### src/rtl/aludec_mdu.sv
// aludec_mdu: ALU control decode plus an iterative radix-2 multiply/divide unit with HI/LO.
// Defining MDU_DIV_EN builds the divider; otherwise div/divu decode as illegal.
module aludec_mdu #(
    parameter int WIDTH = 32
) (
    input  logic             clk,
    input  logic             reset,
    input  logic             valid,
    input  logic [5:0]       funct,
    input  logic [1:0]       aluop,
    input  logic [WIDTH-1:0] srca,
    input  logic [WIDTH-1:0] srcb,
    output logic [2:0]       alucontrol,
    output logic             illegal,
    output logic             mdu_stall,
    output logic [WIDTH-1:0] mdu_result
);
    localparam int CW = $clog2(WIDTH);
    localparam logic [CW-1:0] CNT_INIT = CW'(WIDTH - 1);
    localparam logic [1:0] IDLE = 2'd0, RUN = 2'd1, DONE = 2'd2;

    logic [1:0]         state;
    logic [CW-1:0]      cnt;
    logic [WIDTH-1:0]   hi, lo, acc, q, b, acc_n, q_n, mag_a, mag_b, quo, rem;
    logic [WIDTH:0]     sum;
    logic [2*WIDTH-1:0] prod, mres;
    logic               op_div, neg_q, neg_r, sa, sb;
    logic               mdu_act, is_mult, is_div, is_mf, is_mt, is_alu, start;
    logic [2:0]         rt_ctl;
`ifdef MDU_DIV_EN
    logic [WIDTH:0]     rsh, diff;
`endif

    always_comb begin
        mdu_act = valid && aluop == 2'b10;
        is_mult = funct[5:1] == 5'b01100;
`ifdef MDU_DIV_EN
        is_div = funct[5:1] == 5'b01101;
`else
        is_div = 1'b0;
`endif
        is_mf = funct == 6'b010000 || funct == 6'b010010;
        is_mt = funct == 6'b010001 || funct == 6'b010011;
        is_alu = funct inside {6'b100000, 6'b100010, 6'b100100, 6'b100101, 6'b101010};
        rt_ctl = funct == 6'b100010 ? 3'b110 : funct == 6'b100100 ? 3'b000 :
                 funct == 6'b100101 ? 3'b001 : funct == 6'b101010 ? 3'b111 : 3'b010;
        alucontrol = aluop == 2'b01 ? 3'b110 : aluop == 2'b11 ? 3'b001 :
                     aluop == 2'b10 ? rt_ctl : 3'b010;
        illegal = mdu_act && !(is_alu || is_mult || is_div || is_mf || is_mt);
        start = state == IDLE && mdu_act && (is_mult || is_div);
        mdu_stall = !reset && (start || (state == RUN && valid));
        mdu_result = mdu_act && funct == 6'b010000 ? hi :
                     mdu_act && funct == 6'b010010 ? lo : '0;
        // funct[0] clear selects the signed variant of both mult and div
        sa = !funct[0] && srca[WIDTH-1];
        sb = !funct[0] && srcb[WIDTH-1];
        mag_a = sa ? -srca : srca;
        mag_b = sb ? -srcb : srcb;
    end

    always_comb begin
        sum = {1'b0, acc} + {1'b0, {WIDTH{q[0]}} & b};
`ifdef MDU_DIV_EN
        rsh = {acc, q[WIDTH-1]};
        diff = rsh - {1'b0, b};
        acc_n = op_div ? (diff[WIDTH] ? rsh[WIDTH-1:0] : diff[WIDTH-1:0]) : sum[WIDTH:1];
        q_n = op_div ? {q[WIDTH-2:0], ~diff[WIDTH]} : {sum[0], q[WIDTH-1:1]};
`else
        acc_n = sum[WIDTH:1];
        q_n = {sum[0], q[WIDTH-1:1]};
`endif
        prod = {acc_n, q_n};
        mres = neg_q ? -prod : prod;
        quo = neg_q ? -q_n : q_n;
        rem = neg_r ? -acc_n : acc_n;
    end

    always_ff @(posedge clk) begin
        if (reset) begin
            state <= IDLE;
            cnt <= '0;
            hi <= '0;
            lo <= '0;
            acc <= '0;
            q <= '0;
            b <= '0;
            op_div <= 1'b0;
            neg_q <= 1'b0;
            neg_r <= 1'b0;
        end else begin
            case (state)
                IDLE: begin
                    if (start) begin
                        acc <= '0;
                        q <= mag_a;
                        b <= mag_b;
                        op_div <= is_div;
                        // a zero divisor keeps the all-ones quotient unsigned
                        neg_q <= (sa ^ sb) && !(is_div && srcb == '0);
                        neg_r <= sa;
                        cnt <= CNT_INIT;
                        state <= RUN;
                    end else if (mdu_act && is_mt) begin
                        if (funct[1]) lo <= srca;
                        else hi <= srca;
                    end
                end
                RUN: begin
                    if (!valid) begin
                        state <= IDLE;
                    end else begin
                        acc <= acc_n;
                        q <= q_n;
                        cnt <= cnt - 1'b1;
                        if (cnt == '0) begin
                            hi <= op_div ? rem : mres[2*WIDTH-1:WIDTH];
                            lo <= op_div ? quo : mres[WIDTH-1:0];
                            state <= DONE;
                        end
                    end
                end
                default: state <= IDLE;
            endcase
        end
    end
endmodule
### config.mk
export PLATFORM = sky130hd
export DESIGN_NAME = aludec_mdu
export DESIGN_NICKNAME = d
export VERILOG_FILES = /design/src/rtl/aludec_mdu.sv
export SDC_FILE = /design/constraint.sdc
export NUM_CORES = 1
export LEC_CHECK = 0
export ABC_AREA = 1
export BUFFER_PORTS_ARGS = -buffer_cell sky130_fd_sc_hd__buf_2
export CAP_MARGIN = 5
export CORE_MARGIN = 1
export CORE_UTILIZATION = 30
export DETAILED_ROUTE_END_ITERATION = 10
export PLACE_DENSITY_LB_ADDON = 0.15
export SKIP_LAST_GASP = 1
export SLEW_MARGIN = 15
export SYNTH_ARGS = -nofsm -noshare
export SYNTH_HDL_FRONTEND = slang
export SYNTH_SLANG_ARGS = --single-unit
### constraint.sdc
create_clock -name clk -period 3.74 [get_ports clk]
set_input_delay 0.374 -clock clk [delete_from_list [all_inputs] [get_ports clk]]
set_output_delay 0.374 -clock clk [all_outputs]
set_load 0.005 [all_outputs]
======== Word-level counts from Yosys, hierarchy flattened ========
Index checks and enable logic that the tools add are counted.
Widths: inputs -> output; s select.
word-level totals
  latch bits .............................. 0
  register bits after elaboration ......... 168
  memory bits (writable) .................. 0
  bits of input ports ..................... 75
  memories kept ........................... 0
  output and inout bits ................... 37
  memory bits (read-only) ................. 0
operators by class
  shift-type cells ........................ 0
  reductions and logical operators ........ 29
  div/mod/pow operators ................... 0
  muxes and demuxes ....................... 37
  equal/unequal tests ..................... 22
  $mul .................................... 0
  bitwise logic cells ..................... 2
  add/subtract/negate cells ............... 5
  magnitude comparators ................... 0
operators with widths
  cell                 number
  $mux 32              18
  $pmux 32 s2          4
  $mux 64              1
  $neg 32->32          2
  $neg 64->64          1
  $add 32x32->33       1
  $and 32x32->32       1
  $eq 6x6->1 const B   5
  $eq 6x5->1 const B   4
  $mux 3               7
  $reduce_and 6->1     2
  $logic_and 1x1->1    11
  $mux 5               2
  $ne 2x2->1 const B   5
  $pmux 5 s2           1
  $logic_or 1x1->1     6
  $mux 2               3
  $eq 5x4->1 const B   1
  $logic_not 5->1      1
  $reduce_bool 5->1    1
  $sub 5x1->5 const B  1
  $eq 2x1->1 const B   2
  $eq 2x2->1 const B   2
  $ne 2x1->1 const B   2
  8 further kinds      11

======== Depth between registers and ports, before layout ========
Gate-level depths: netlist of the first run.
  depth after elaboration ................. 8
  depth in mapped cells ................... 25
  mapped depth without buffers ............ 23

======== Worst setup path before layout of the first run ========
Ideal clock, no wire load.
  kind .................................... register to register
  from .................................... reg q[0]
  to ...................................... reg hi[30]
  arrival ................................. 2.732 ns
  path buffers ............................ 2
  cell stages (with the launch flop) ...... 24
  library setup time ...................... 0.066 ns
  slack ................................... 0.941 ns
  cell sequence ........................... dfxtp_1 -> clkbuf_1 -> clkbuf_1 -> nand2_1 -> inv_1 -> ha_1 -> fa_1 -> nand2_1 -> nand2_1 -> nand3_1 -> nand2_1 -> nand2_1 -> nand2_1 -> nor2_2 -> nand3_1 -> nor2_4 -> nand2_2 -> nand2_2 -> nand2_2 -> nor2_4 -> nand2_1 -> nand2_1 -> nand3_1 -> a21oi_2
between the ends
  cells in the longest elaborated chain, start to end .. 7
ends and longest elaborated chain
  what                      RTL line  text
  start: declaration        24        logic [WIDTH-1:0] hi, lo, acc, q, b, acc_n, q_n, mag_a, mag_b, quo, rem;
  start signal: assignment  95        q <= mag_a;
  start signal: assignment  113       q <= q_n;
  $and 32x32->32 (*)        62        sum = {1'b0, acc} + {1'b0, {WIDTH{q[0]}} & b};
  $add 32x32->33 (*)        62
  $neg 64->64               73        mres = neg_q ? -prod : prod;
  $mux 64 (*)               73
  $mux 32 (*)               115       if (cnt == '0) begin
  $mux 32 (*)               109       if (!valid) begin
  $pmux 32 s2 (*)           91        case (state)
  end signal: assignment    105       else hi <= srca;
  end signal: assignment    116       hi <= op_div ? rem : mres[2*WIDTH-1:WIDTH];
  end: declaration          24
Every way passes the cells marked *; elsewhere a longest branch is shown, timed or not. The select of a mux whose other input is x is not followed.
A chain may end at the register's enable or synchronous reset.

======== Worst setup path in the final report of the first run ========
  from .................................... reg q[0]
  to ...................................... reg hi[29]
Same word-level chain as after synthesis.

==> flow_summary.json, run 1 <==
{
  "outcome": "complete, no violations",
  "finClkSkew_ps": 11.2,
  "die_h_um": 214,
  "required_ps": 4130,
  "p_leak_nw": 7.41,
  "final_hold_viol_count": 0,
  "yosys-top-cells-count": "551 x nand2_1, 374 x inv_1, 224 x nor2_1",
  "cpMostUsedCell": "nand2_1",
  "pwr_density_cell_mw_per_mm2": 263,
  "cts.sinks": 168,
  "switchingPower_mw": 1.13,
  "io-pin-count": 112,
  "routed.top_layer": "met4",
  "ys_seq_area_share_pct": 24.8,
  "arrival_ps": 3830,
  "seqPwrFrac_pct": 44.7,
  "finalCritPeriodShare_pct": 91.9,
  "syn2layout_area_growth_pct": 12.8,
  "dr_total_vias": 14900,
  "fmax_mhz": 291,
  "slew_headroom_pct": 19.7,
  "vias_per_cell": 5.08,
  "rows": 77,
  "synth.area.top_cells": "dfxtp_1 25%, nand2_1 15%, inv_1 10%, nor2_1 6.2%, o21ai_0 6.1%",
  "yosysMostFrequentCell": "nand2_1",
  "grt_antenna_before_repair": 1,
  "clkPwrFrac_pct": 45.7,
  "ir_drop_uv": 281,
  "yosysTopAreaCell": "dfxtp_1",
  "ctsHoldBuffers": 0,
  "synth-seq-cells": 168,
  "cts_resized": 0,
  "root_buffer": "clkbuf_16",
  "routedWlPerCell_um": 17.6,
  "drt-met1-wl_um": 25000,
  "combPwrFrac_pct": 9.5,
  "wl_um": 51800,
  "initial_core_util_pct": 30.5,
  "nets": 2450,
  "setup_viol": 0,
  "yosysWarnings": 0,
  "cp-start-kind": "flip-flop",
  "dr_wl_met3_um": 2780,
  "post_cts_buffers": 0,
  "grt_pass1_wl_um": 80400,
  "first_pass_iters": 5,
  "path_class": "reg -> reg",
  "wl_met2_um": 22600,
  "synth_top_area_share_pct": 24.8,
  "fillers": 5066,
  "worst_pin_slew_ps": 1200,
  "postSynthAreaPerCell_sq_um": 5.94,
  "synth_edf_count": 0,
  "detail-route-antenna-nets": 0,
  "ys_async_sr_fraction_pct": 0,
  "grt_use_total_pct": 22.3,
  "die_area_sq_mm": 0.0460,
  "drv_cap": 0,
  "clk_latency_ps": 460,
  "timing.final.crit_period_ps": 3440,
  "synth_area_sq_mm": 0.0135,
  "dpl.hpwl_um": 39200,
  "numCtsBuffers": 17,
  "cts.clk_slew.worst_paths_ps": 80,
  "portBuffers": 111,
  "grt_overflow_total": 0,
  "grt_start_max_net_pins": 116,
  "swShare_pct": 28.1,
  "fin_tns_setup_ps": 0,
  "path_cells": "buf_12 > nand2_1 > inv_1 > ha_1 > nand2_2 > nor2_2 > nand3_1 > nand3_2 > nand2_1 > nand2_1 > nand2_1 > nand2_1 > nand2_1 > nor2_1 > nand2_1 > nor2_1 > nand2_1 > nand3_1 > nand3_1 > a21oi_1",
  "gp_congestion": 0.914,
  "cpMaxStageDelayCell": "ha_1",
  "final_util_pct": 34.4,
  "grt_pass1_vias": 14200,
  "p_int_mw": 2.89,
  "drive_gt1_share_pct": 11.4,
  "cts_tree": "built",
  "holdCritPathClass": "in -> reg",
  "synth_cell_type_count": 57,
  "synth_ff_type": "dfxtp_1",
  "grt_setup_unrepaired": "no",
  "critPathMaxFanout": 32,
  "die_w_um": 214,
  "synth.net_count": 2390,
  "drc": 0,
  "num_antenna_cells": 0,
  "cts_buffer_depth": 2,
  "core_sq_mm": 0.0443,
  "htreeDepth": 4,
  "drtIter0Drc": 1112,
  "max_stage_delay_ps": 400,
  "synthCells": 2277,
  "end_kind": "flip-flop",
  "slew_viol_final": 0
}
==> power by group through the flow <==
stage / registers (mW) / clock network [mW] / logic [mW]
CTS: 1.80 / 1.89 / 0.383
detailed placement: 1.84 / 0 / 0.382
floorplan: 1.84 / 0 / 0.223
finish: 1.80 / 1.84 / 0.384
global route: 1.80 / 1.95 / 0.422
global placement: 1.84 / 0 / 0.381
==> critical path, delay by kind of cell, from the launching register on <==
family / cells / cell delay [ps]
simple gates: 16 / 2220
buf+inv: 2 / 250
fa+ha+maj: 1 / 400
flops: 1 / 340
compound gates: 1 / 150
==> state kept, by name, indices dropped and copies added (netlist names) <==
signal,cells
lo,32
acc,32
b,32
neg_q,1
hi,32
q,32
cnt,5
state,2
==> through the flow <==
step	power, mW	cells	hold WS [ps]	setup slack [ps]	instance area (sq um)
finish	4.02	2942	194	304	15300
global placement	2.22	2910	444	411	14700
detailed placement	2.22	2910	454	397	14700
floorplan	2.06	2277	430	941	13500
global route	4.17	2942	199	61.3	15300
CTS	4.07	2942	169	383	15300
==> placed cells by master (no fill, tap or decap), drive strengths merged, types with 4 or more instances in the layout <==
cell type  count
a311o          4
o311ai         5
clkinv         7
a41oi          4
o21ai        172
o21bai         7
nand3b        19
ha            37
dfxtp        168
nand2        581
a21oi        109
xnor2          6
nor2         252
o32ai         14
a211oi         8
o211ai        39
o22ai         18
nor3          41
nor4           4
inv          392
buf          132
clkbuf        20
xor2          23
a221oi        12
nand4         23
nand3        171
a31oi         57
==> final cells by class <==
class	count	area [sq um]	area share (%)
multi-input combinational	1627	8360	54.8
sequential	168	3360	22.0
inverter	391	1470	9.62
timing repair buffer	132	751	4.92
tap	592	741	4.85
clock buffer	20	467	3.06
clock inverter	12	114	0.746
==> logic make-up (layout without fill, tap and decap cells) <==
family | Yosys count | count (layout) | share of synthesized area (%)
and+or+nand+nor | 1101 | 1101 | 36.0
AOI/OAI and AO/OA | 459 | 459 | 20.2
xor gates and xnor gates | 29 | 29 | 1.88
adders and majority gates | 38 | 38 | 3.57
buffers and inverters | 482 | 555 | 13.6
DFF | 168 | 168 | 24.8
==> worst paths after layout <==
path	slack, ps	to	from	depth (start not counted)
worst max-delay path	300	hi[29]	q[0]	20
worst min-delay path	190	b[1]	srcb[1]	3
worst max register to register	300	hi[29]	q[0]	20
worst min register to register	470	lo[5]	lo[5]	2
==> layer usage <==
metal / track usage [%] / vias to the layer above
met5: 0 / -
met4: 7.71 / 0
met3: 3.04 / 73
met2: 35.0 / 440
met1: 31.2 / 6884
li1: - / 7547
Power figures use the tool's default switching activity.
==> inputs of run 2 (changes only) <==
ABC_AREA = 0   (was 1)
==> run 2 against run 1 <==
Synthesized cell count decreased by 31%. Combinational power fell by 14%. Area after synthesis decreased by 12%. Register-to-register slack worse by 380 ps. Worst hold slack better by 37 ps. Sequential cell count unchanged. Sequential power barely moved. Routed wire length decreased by 20%. The flow now finishes with violations (setup timing). Final cell count fell by 22%. Critical path type unchanged. Clock skew up 4.2 ps.
==> flow_summary.json, run 2 <==
{
  "outcome": "finished, violations left",
  "failed_checks": "setup timing",
  "min_to": "b[11]",
  "drv_cap": 0,
  "holdCritPathClass": "in -> reg",
  "synth.net_count": 1693,
  "slew_headroom_pct": 24.7,
  "wl_um": 41400,
  "synth_edf_count": 0,
  "finalCritPeriodShare_pct": 102,
  "final_hold_viol_count": 0,
  "cpMaxStageDelayCell": "fa_2",
  "p_leak_nw": 5.92,
  "synth_top_area_share_pct": 28.4,
  "synth-seq-cells": 168,
  "htreeDepth": 4,
  "cts_tree": "built",
  "setup_viol": 2,
  "worst_slack_ps": -73.7,
  "detail-route-antenna-nets": 0,
  "num_antenna_cells": 0,
  "timing.final.crit_period_ps": 3810,
  "cts_buffer_depth": 2,
  "drtIter0Drc": 813,
  "dpl.hpwl_um": 31100,
  "synth_ff_type": "dfxtp_1",
  "yosysMostFrequentCell": "nor2_1",
  "drt-met1-wl_um": 20800,
  "die_h_um": 201,
  "worst_pin_slew_ps": 1130,
  "grt_setup_unrepaired": "yes",
  "end_kind": "flip-flop",
  "root_buffer": "clkbuf_16",
  "arrival_ps": 4170,
  "gp_congestion": 0.895,
  "grt_pass1_wl_um": 64900,
  "core_sq_mm": 0.0388,
  "syn2layout_area_growth_pct": 25.9,
  "die_w_um": 201,
  "slew_viol_final": 0,
  "yosysTopAreaCell": "dfxtp_1",
  "ir_drop_uv": 252,
  "total_power_mw": 3.99,
  "grt_antenna_before_repair": 0,
  "rrSetupSlack_ps": -70,
  "dr_wl_met3_um": 1800,
  "final_cell_mix": "226 x nor2_1, 166 x dfxtp_1, 159 x a21oi_1, 159 x buf_4, 111 x nand2_1",
  "yosys-top-cells-count": "231 x nor2_1, 168 x dfxtp_1, 165 x a21oi_1",
  "synth_cell_type_count": 73,
  "numCtsBuffers": 17,
  "r2r-end": "hi[28]",
  "hp-start": "srcb[11]",
  "io-pin-count": 112,
  "clk_latency_ps": 460,
  "nets": 1874,
  "path_class": "reg -> reg",
  "cts.clk_slew.worst_paths_ps": 80,
  "grt_use_total_pct": 20.3,
  "drc": 0,
  "initial_core_util_pct": 30.5,
  "reg2reg_from": "q[0]",
  "routedWlPerCell_um": 18.1,
  "rows": 72,
  "path_cells": "and2_4 > ha_4 > fa_2 > a211oi_4 > o21ai_2 > buf_4 > a21oi_4 > buf_12 > o311ai_2 > nor3_2 > o211ai_1 > buf_4 > buf_4 > o41ai_2 > xor2_1 > a2111oi_2 > a31o_1",
  "critPathMaxFanout": 5,
  "cpMostUsedCell": "buf_4",
  "portBuffers": 111,
  "required_ps": 4100,
  "synthCells": 1580,
  "dr_total_vias": 12200,
  "cts.sinks": 168,
  "grt_pass1_vias": 11300,
  "fin_tns_setup_ps": -80.3,
  "drive_gt1_share_pct": 22.0,
  "grt_start_max_net_pins": 65,
  "dpl.cell_count": 2250,
  "postSynthAreaPerCell_sq_um": 7.50,
  "instances_no_fill": 2292,
  "cp-start-kind": "flip-flop",
  "synth.area.top_cells": "dfxtp_1 28%, nor2_1 7.3%, a21oi_1 7.0%, a211oi_1 6.1%, xor2_1 6.1%",
  "finClkSkew_ps": 15.4,
  "grt_overflow_total": 0,
  "die_area_sq_mm": 0.0403,
  "max_stage_delay_ps": 360,
  "min_path_cells": 3,
  "pwr_density_cell_mw_per_mm2": 268,
  "synth_area_sq_mm": 0.0118,
  "layout_commonest_cell": "nor2_1",
  "vias_per_cell": 5.31,
  "wl_met2_um": 18100,
  "r2r_cells": 17,
  "routed.top_layer": "met4",
  "yosysWarnings": 0,
  "ys_async_sr_fraction_pct": 0,
  "first_pass_iters": 5,
  "ys_seq_area_share_pct": 28.4,
  "fmax_mhz": 262
}
==> run 2: cell families after synthesis <==
family	Yosys count	synth area share, %
flops	168	28.4
buf+inv	137	4.34
fa+ha+maj	38	4.08
simple gates	547	22.0
xor+xnor	139	10.3
mux	5	0.433
compound gates	546	30.5
==> run 2: timing repair <==
item	CTS	global route
setup buffers	5	5
hold buffers	0	0
resized for setup	14	40
pin swaps	5	20
endpoints found under the setup margin	8	20
==> run 2: power by group <==
part	switching, mW	total, mW	internal (mW)
clock network	0.834	1.87	1.03
logic	0.206	0.330	0.124
registers	0.00321	1.79	1.79
==> run 2: worst max-delay path by stage <==
stage | from | end | cells past startpoint | slack (ps)
6_report | q[0] | hi[28] | 17 | -70
5_1_grt | q[0] | hi[28] | 17 | -270
4_1_cts | q[0] | hi[31] | 15 | -30
3_5_place_dp | q[0] | hi[31] | 15 | -140
3_3_place_gp | q[0] | hi[31] | 14 | -60
2_1_floorplan | q[0] | hi[27] | 15 | -40
==> run 2: layer usage <==
metal	global-route usage (%)	up-vias
met5	0	-
met3	3.10	35
li1	-	6118
met1	29.2	5729
met2	31.3	299
met4	5.73	0
==> run 2: critical path, delay by kind of cell (launching register included) <==
family,cells,cell delay [ps]
compound gates,8,1590
buf+inv,4,630
fa+ha+maj,2,520
simple gates,2,400
flops,1,340
xor+xnor,1,250
==> run 2: layout make-up <==
class                   count  area (sq um)
fillers                  4100         23900
multi-input cells        1275          8420
well taps                 518           648
repair buffers            271          1780
clock buffers              21           460
inverters                  28           105
flip-flops and latches    168          3370
clock inverters            11           139
==> run 2: stage by stage <==
step	util, %	hold slack (ps)	setup slack (ps)	cell area [sq um]
after floorplan	-	427	-41.7	12000
after global placement	35.9	445	-64.9	14000
after detailed placement	35.9	449	-139	14000
after CTS	37.8	215	-29.5	14700
after global routing	38.4	234	-273	14900
final	38.4	230	-73.7	14900
==> inputs of run 3 (changes only) <==
BUFFER_PORTS_ARGS = default   (was -buffer_cell sky130_fd_sc_hd__buf_2)
DONT_BUFFER_PORTS = 1   (was default)
==> run 3 against run 2 <==
The run still ends with setup timing left. Worst hold slack lost 180 ps. Clock skew grew 2.7 ps. Non-clock buffer count shrank 99. Sequential power is essentially flat. Global-route usage grew 0.58 points. Sequential cell count is the same. First-iteration DRC count shrank 4.2%. Via count shrank 3.3%. Combinational power shrank 28%. Sequential share of layout area grew 0.36 points. Utilization shrank 0.57 points. Clock power grew 4%. Largest cell class unchanged. Largest power group unchanged.
==> flow_summary.json, run 3 (same netlist as run 2, synthesis figures left out) <==
{
  "drtIter0Drc": 779,
  "detail-route-antenna-nets": 0,
  "drc": 0,
  "grt_pass1_wl_um": 66000,
  "critPathTopFamily": "compound AO/OA/AOI/OAI gates",
  "dpl.hpwl_um": 31100,
  "holdCritPathClass": "in -> reg",
  "slew_viol_final": 0,
  "path_class": "reg -> reg",
  "dpl.cell_count": 2145,
  "fmax_mhz": 257,
  "cts.clk_slew.worst_paths_ps": 80,
  "die_h_um": 201,
  "timing.final.crit_period_ps": 3890,
  "ir_drop_uv": 186,
  "rows": 72,
  "nets": 1775,
  "first_pass_iters": 5,
  "end_kind": "flip-flop",
  "total_power_mw": 3.98,
  "setup_viol": 3,
  "cts.sinks": 168,
  "die_area_sq_mm": 0.0403,
  "root_buffer": "clkbuf_16",
  "drv_cap": 0,
  "critPathMaxFanout": 8,
  "vias_per_cell": 5.37,
  "grt_overflow_total": 0,
  "wl_um": 42300,
  "instances_no_fill": 2193,
  "cts_tree": "built",
  "finClkSkew_ps": 18.1,
  "initial_core_util_pct": 30.5,
  "finalCritPeriodShare_pct": 104,
  "drive_gt1_share_pct": 18.7,
  "post-place-ws_ps": -176,
  "grt_antenna_before_repair": 0,
  "failed_checks": "setup timing",
  "routedWlPerCell_um": 19.3,
  "final_cell_mix": "226 x nor2_1, 166 x dfxtp_1, 160 x buf_4",
  "required_ps": 4150,
  "cts_buffer_depth": 2,
  "grt_use_total_pct": 20.9,
  "arrival_ps": 4300,
  "numCtsBuffers": 17,
  "p_leak_nw": 5.59,
  "grt_pass1_vias": 11300,
  "path_cells": "and2_4 > ha_4 > fa_2 > a211oi_4 > o21ai_4 > buf_6 > a21oi_4 > buf_12 > o311ai_4 > nor3_2 > o211ai_1 > buf_4 > o41ai_4 > xor2_1 > a2111oi_1 > a31o_1",
  "core_sq_mm": 0.0388,
  "clk_latency_ps": 460,
  "num_antenna_cells": 0,
  "worst_pin_slew_ps": 1070,
  "final_util_pct": 37.9,
  "grt_setup_unrepaired": "yes",
  "max_stage_delay_ps": 390,
  "timing.hold.ws_ps": 53.3,
  "gp_congestion": 0.891,
  "layout_commonest_cell": "nor2_1",
  "cpMaxStageDelayCell": "fa_2",
  "cp-start-kind": "flip-flop",
  "io-pin-count": 112,
  "dr_total_vias": 11800,
  "worst_slack_ps": -149,
  "die_w_um": 201,
  "syn2layout_area_growth_pct": 24.0,
  "slew_headroom_pct": 28.6,
  "portBuffers": 0,
  "grt_start_max_net_pins": 84,
  "pwr_density_cell_mw_per_mm2": 271,
  "outcome": "finished, violations left",
  "critical_path_buf_inv_count": 3,
  "final_hold_viol_count": 0,
  "htreeDepth": 4
}
## run 3: cell types whose count changed in the layout (fill, tap and decap cells not counted), sizes merged
cell         before  now
buf             271  169
bufinv            2    3
clkbuf           21   18
clkinv            4    1
clkinvlp          2    3
dlygate4sd3       0    3
inv              31   35
## run 3: timing repair
action                                  4_1_cts  5_1_grt
cloned                                        0        0
setup buffers                                 9        7
endpoints found under the setup margin       12       20
hold endpoints to repair                     40        1
pin swaps                                    13       56
hold buffers                                  3        1
gates resized for setup                      28       62
## run 3: worst paths after layout
check	from	endpoint	slack, ps	depth (start not counted)
max	q[0]	hi[28]	-150	16
min	reset	lo[23]	50	1
max reg2reg	q[0]	hi[28]	-150	16
min reg2reg	b[30]	b[30]	450	2
## run 3: report_power, final
part	switching, mW	internal, mW	leakage [nW]
combinational	0.137	0.0989	3.93
sequential	0.00338	1.79	1.35
clock	0.861	1.09	0.298
## run 3: metal layers
metal | GRT usage [%] | part of all wire (%) | vias to the layer above
li1 | - | - | 5913
met4 | 5.56 | 1.8 | 0
met1 | 29.4 | 50 | 5570
met3 | 2.97 | 3.8 | 49
met2 | 33.3 | 45 | 251
met5 | 0 | 0 | -
## run 3: cell type report
cell class              count  area [sq um]
fillers                  4056         24100
multi-input cells        1275          8600
flip-flops and latches    168          3370
repair buffers            172          1350
well taps                 518           648
clock buffers              18           439
clock inverters            14           184
inverters                  28           105
## run 3: per-stage QoR
| stage | setup TNS (ps) | instance area [sq um] |
|---|---|---|
| after floorplan | -104 | 12000 |
| after global placement | -278 | 13400 |
| after detailed placement | -669 | 13400 |
| after CTS | -63.0 | 14300 |
| after global routing | -1760 | 14700 |
| final | -184 | 14700 |
